## src/rtl/seconds_counter.sv

```systemverilog
// MM:SS stopwatch: debounced start/stop button, BCD count, seven-segment outputs.
// The button is synchronized and debounced; each new press toggles run/pause.
module seconds_counter #(
    parameter int DEBOUNCE_CYCLES = 1000000
) (
    input  logic       CLK,
    input  logic       RST,
    input  logic       CLK_EN,
    input  logic       START_N,
    input  logic       CLR,
    output logic [6:0] HEX0,
    output logic [6:0] HEX1,
    output logic [6:0] HEX2,
    output logic [6:0] HEX3,
    output logic       RUN_LED,
    output logic       WRAP
);

    localparam int CW = $clog2(DEBOUNCE_CYCLES + 1);
    localparam logic [CW-1:0] CNT_LAST = CW'(DEBOUNCE_CYCLES - 1);

    typedef enum logic [1:0] {IDLE, RUN, PAUSE} state_t;

    state_t      state, state_n;
    logic        sync0, sync1;
    logic        db_level, db_prev;
    logic [CW-1:0] db_cnt;
    logic        press;
    logic        tick;
    logic [3:0]  s1, s10, m1, m10;
    logic [3:0]  s1_n, s10_n, m1_n, m10_n;
    logic        c0, c1, c2, c3;

    function automatic logic [6:0] seg(input logic [3:0] d);
        case (d)
            4'd0:    seg = 7'h40;
            4'd1:    seg = 7'h79;
            4'd2:    seg = 7'h24;
            4'd3:    seg = 7'h30;
            4'd4:    seg = 7'h19;
            4'd5:    seg = 7'h12;
            4'd6:    seg = 7'h02;
            4'd7:    seg = 7'h78;
            4'd8:    seg = 7'h00;
            4'd9:    seg = 7'h10;
            default: seg = 7'h7f;
        endcase
    endfunction

    always_ff @(posedge CLK) begin
        if (RST) begin
            sync0    <= 1'b1;
            sync1    <= 1'b1;
            db_level <= 1'b1;
            db_prev  <= 1'b1;
            db_cnt   <= '0;
        end else begin
            sync0   <= START_N;
            sync1   <= sync0;
            db_prev <= db_level;
            // Count consecutive disagreeing cycles; any agreement restarts it.
            if (sync1 == db_level) begin
                db_cnt <= '0;
            end else if (db_cnt == CNT_LAST) begin
                db_level <= sync1;
                db_cnt   <= '0;
            end else begin
                db_cnt <= db_cnt + 1'b1;
            end
        end
    end

    assign press = db_prev & ~db_level;
    assign tick  = (state == RUN) && CLK_EN;

    always_comb begin
        state_n = state;
        if (CLR) begin
            state_n = IDLE;
        end else if (press) begin
            case (state)
                IDLE:    state_n = RUN;
                RUN:     state_n = PAUSE;
                PAUSE:   state_n = RUN;
                default: state_n = IDLE;
            endcase
        end
    end

    always_comb begin
        c0    = (s1 == 4'd9);
        c1    = c0 && (s10 == 4'd5);
        c2    = c1 && (m1 == 4'd9);
        c3    = c2 && (m10 == 4'd5);
        s1_n  = c0 ? 4'd0 : s1 + 4'd1;
        s10_n = c0 ? (c1 ? 4'd0 : s10 + 4'd1) : s10;
        m1_n  = c1 ? (c2 ? 4'd0 : m1 + 4'd1) : m1;
        m10_n = c2 ? (c3 ? 4'd0 : m10 + 4'd1) : m10;
    end

    always_ff @(posedge CLK) begin
        if (RST) begin
            state <= IDLE;
            s1    <= '0;
            s10   <= '0;
            m1    <= '0;
            m10   <= '0;
            WRAP  <= 1'b0;
        end else begin
            state <= state_n;
            if (CLR) begin
                s1   <= '0;
                s10  <= '0;
                m1   <= '0;
                m10  <= '0;
                WRAP <= 1'b0;
            end else begin
                WRAP <= tick && c3;
                if (tick) begin
                    s1  <= s1_n;
                    s10 <= s10_n;
                    m1  <= m1_n;
                    m10 <= m10_n;
                end
            end
        end
    end

    always_ff @(posedge CLK) begin
        if (RST) begin
            HEX0 <= 7'h40;
            HEX1 <= 7'h40;
            HEX2 <= 7'h40;
            HEX3 <= 7'h40;
        end else begin
            HEX0 <= seg(s1);
            HEX1 <= seg(s10);
            HEX2 <= seg(m1);
            HEX3 <= seg(m10);
        end
    end

    assign RUN_LED = (state == RUN);

endmodule

```

## config.mk

```make
export PLATFORM = sky130hd
export DESIGN_NAME = seconds_counter
export DESIGN_NICKNAME = d
export VERILOG_FILES = /design/src/rtl/seconds_counter.sv
export SDC_FILE = /design/constraint.sdc
export NUM_CORES = 1
export LEC_CHECK = 0
export BUFFER_PORTS_ARGS = -buffer_cell sky130_fd_sc_hd__clkbuf_2
export CAP_MARGIN = 25
export CORE_UTILIZATION = 35
export CTS_CLUSTER_DIAMETER = 80
export DETAILED_ROUTE_END_ITERATION = 8
export SLEW_MARGIN = 20
export SYNTH_ARGS = -nofsm -noshare
export SYNTH_HDL_FRONTEND = slang
export SYNTH_SLANG_ARGS = --single-unit
```

## constraint.sdc

```tcl
create_clock -name CLK -period 3.8 [get_ports CLK]
set_input_delay 0.19 -clock CLK [delete_from_list [all_inputs] [get_ports CLK]]
set_output_delay 0.19 -clock CLK [all_outputs]
set_load 0.01 [all_outputs]
```

==> results.json <==
{
  "status": "completed",
  "synth_fp_nets": 401,
  "drt_iter0_markers": 65,
  "row_count": 35,
  "cts.sinks": 71,
  "powerDensity_mw_per_mm2": 393,
  "slowest_stage": "nor4_4",
  "grt_use_met2_pct": 23.9,
  "worst_slew_pin_slew_ns": 0.803,
  "finalHoldViolCount": 0,
  "cp.required_ns": 4.05,
  "synth_seq_cells": 71,
  "die_w_um": 99.4,
  "grtUsageTotal_pct": 14.1,
  "netlist_top_cells_count": "71 x dfxtp_1, 44 x nor2_1, 39 x a21oi_1",
  "synth_area_mm2": 0.00332,
  "cts_hold_buf": 0,
  "drc": 0,
  "busiest_layer": "met2",
  "pin_count": 35,
  "start_util_pct": 36.1,
  "p_total_mw": 1.50,
  "cts_resized": 0,
  "clkSlewWorstSetupHoldPaths_ns": 0.08,
  "drv_cap": 0,
  "met3_usage_pct": 4.78,
  "drive_gt1_share_pct": 16.4,
  "synthArstFlopShare_pct": 0,
  "yosys_most_used_dff": "dfxtp_1",
  "ir_worst_vdd_mv": 0.175,
  "cts_tree": "done",
  "synth_area_leaders": "dfxtp_1 43%, ha_1 7.9%, a21oi_1 5.9%",
  "crit_path_start_kind": "flip-flop",
  "wl_mm": 6.39,
  "slew_violations": 0,
  "synth_top_area_share_pct": 42.9,
  "worstPathArrival_ns": 2.21,
  "core-area_mm2": 0.00920,
  "rsz0062_at_grt": "no",
  "path_class": "reg2reg",
  "hpwlAfterDp_mm": 4.42,
  "gp_congestion": 0.796,
  "synth_edf_count": 0,
  "slew_headroom_pct": 46.4,
  "cts.path.max_buffers": 2,
  "timing.final.crit_share_pct": 51.6,
  "finClkSkew_ns": 0.0105,
  "htree_levels": 3,
  "dpl_cell_area_mm2": 0.00356,
  "post-route-util_pct": 41.4,
  "setup_ws_ns": 1.84,
  "syn_area_per_cell_um2": 8.85,
  "postSynthCellCount": 375,
  "yosys.area.top_type": "dfxtp_1",
  "first_pass_iters": 4,
  "stdcell_count": 520,
  "leakagePower_nw": 1.44,
  "grt_pass1_wl_mm": 11.2,
  "io_buffers": 34,
  "hold_path.class": "in2reg",
  "wl_per_cell_um": 12.3,
  "post_cts_buffers": 0,
  "hold_slack_ns": 0.0422,
  "end_kind": "flip-flop",
  "via_per_inst": 4.98,
  "ant_nets": 0,
  "placed_cells": 505,
  "path_cells": "inv_1 > ha_1 > nand4b_2 > nor4_4 > a21oi_1 > a311oi_1",
  "vias": 2591,
  "die_h_um": 99.4,
  "groute.layer.met1.usage_pct": 17.1,
  "nets": 431,
  "path_max_fanout": 8,
  "overflow": 0,
  "grt_max_degree": 25,
  "cts_buffers": 9,
  "setup_viol": 0,
  "ys_seq_area_share_pct": 42.9,
  "fin_crit_ns": 1.96,
  "setup_tns_ns": 0,
  "clock.fmax_mhz": 510,
  "cts-root-buf": "clkbuf_8",
  "max_stage_delay_ns": 0.51,
  "pre_cts_slack_ns": 1.87,
  "clock_latency_ns": 0.34,
  "grt_antenna_before_repair": 0,
  "areaGrowthSynthToFinish_pct": 14.7,
  "synth_most_common_cell": "dfxtp_1",
  "yosysWarnings": 0,
  "die_area_mm2": 0.00987,
  "yosysUniqueCellTypes": 45,
  "final_cell_area_mm2": 0.00381,
  "diodes": 0,
  "grt_pass1_vias": 2490
}
[layout make-up]
| class | instances | area [um2] |
|---|---|---|
| Tap cell | 111 | 139 |
| Multi-Input combinational cell | 272 | 1770 |
| Timing Repair Buffer | 34 | 170 |
| Fill cell | 945 | 5390 |
| Sequential cell | 71 | 1420 |
| Clock buffer | 10 | 138 |
| Inverter | 17 | 63.8 |
| Clock inverter | 5 | 106 |
[worst max-delay path, delay by kind of cell, from the launching register on]
kind / cells / cell delay [ns]
and+or+nand+nor: 2 / 0.75
AOI/OAI and AO/OA: 2 / 0.38
DFF: 1 / 0.39
adders and majority gates: 1 / 0.21
buffers and inverters: 1 / 0.14
[layer usage]
| metal | part of all wire [%] | vias up |
|---|---|---|
| li1 | - | 1341 |
| met1 | 48 | 1197 |
| met2 | 48 | 49 |
| met3 | 4.2 | 4 |
| met4 | 0.45 | 0 |
| met5 | 0 | - |
[cells by family (layout without fill, tap and decap cells)]
group	count (synthesis)	in the layout	share of synthesized area (%)
buffers and inverters	32	66	3.85
xor gates and xnor gates	20	20	5.28
adders and majority gates	21	21	7.92
AOI/OAI and AO/OA	72	72	12.6
muxes	9	9	2.87
DFF	71	71	42.9
and+or+nand+nor	150	150	24.6
[placed cells by master, fill, tap and decap left out, types with 2 or more instances in the layout]
cell | synthesis | routed
dfxtp_1 | 71 | 71
nor2_1 | 44 | 44
a21oi_1 | 39 | 39
clkbuf_2 | 0 | 34
nand2_1 | 23 | 23
ha_1 | 21 | 21
nand3_1 | 18 | 18
inv_1 | 17 | 17
nand2b_1 | 13 | 13
xnor2_1 | 13 | 13
o21ai_0 | 13 | 13
nor3_1 | 11 | 11
clkbuf_8 | 0 | 10
o21a_1 | 8 | 8
xor2_1 | 7 | 7
nor2b_1 | 5 | 5
mux2i_1 | 5 | 5
nor4_1 | 4 | 4
mux2_2 | 4 | 4
or2_2 | 4 | 4
a211oi_1 | 4 | 4
nand3b_1 | 3 | 3
o31ai_1 | 3 | 3
or4_1 | 3 | 3
or3_1 | 3 | 3
nand4_1 | 3 | 3
bufinv_16 | 0 | 3
and3_1 | 2 | 2
nor4bb_1 | 2 | 2
nand4b_1 | 2 | 2
[state kept, by name, indices dropped and copies added (netlist names), 2 cells and up]
register  flops
HEX2          7
s10           4
HEX0          7
db_cnt       20
HEX3          7
s1            4
HEX1          7
m1            4
state         2
m10           4
[final timing paths]
check,end,cells past startpoint,start,slack (ns)
worst min-delay path,sync0,2,START_N,0.04
worst min register to register,sync1,1,sync0,0.41
worst max register to register,m10[2],6,s1[1],1.84
worst max-delay path,m10[2],6,s1[1],1.84
[where the power goes]
part | internal [mW] | switching [mW] | leakage (nW)
clock network | 0.452 | 0.281 | 0.119
registers | 0.745 | 0.000772 | 0.572
logic | 0.00515 | 0.0144 | 0.746
total | 1.20 | 0.296 | 1.44
No activity file was read; power rests on OpenSTA's default activity.
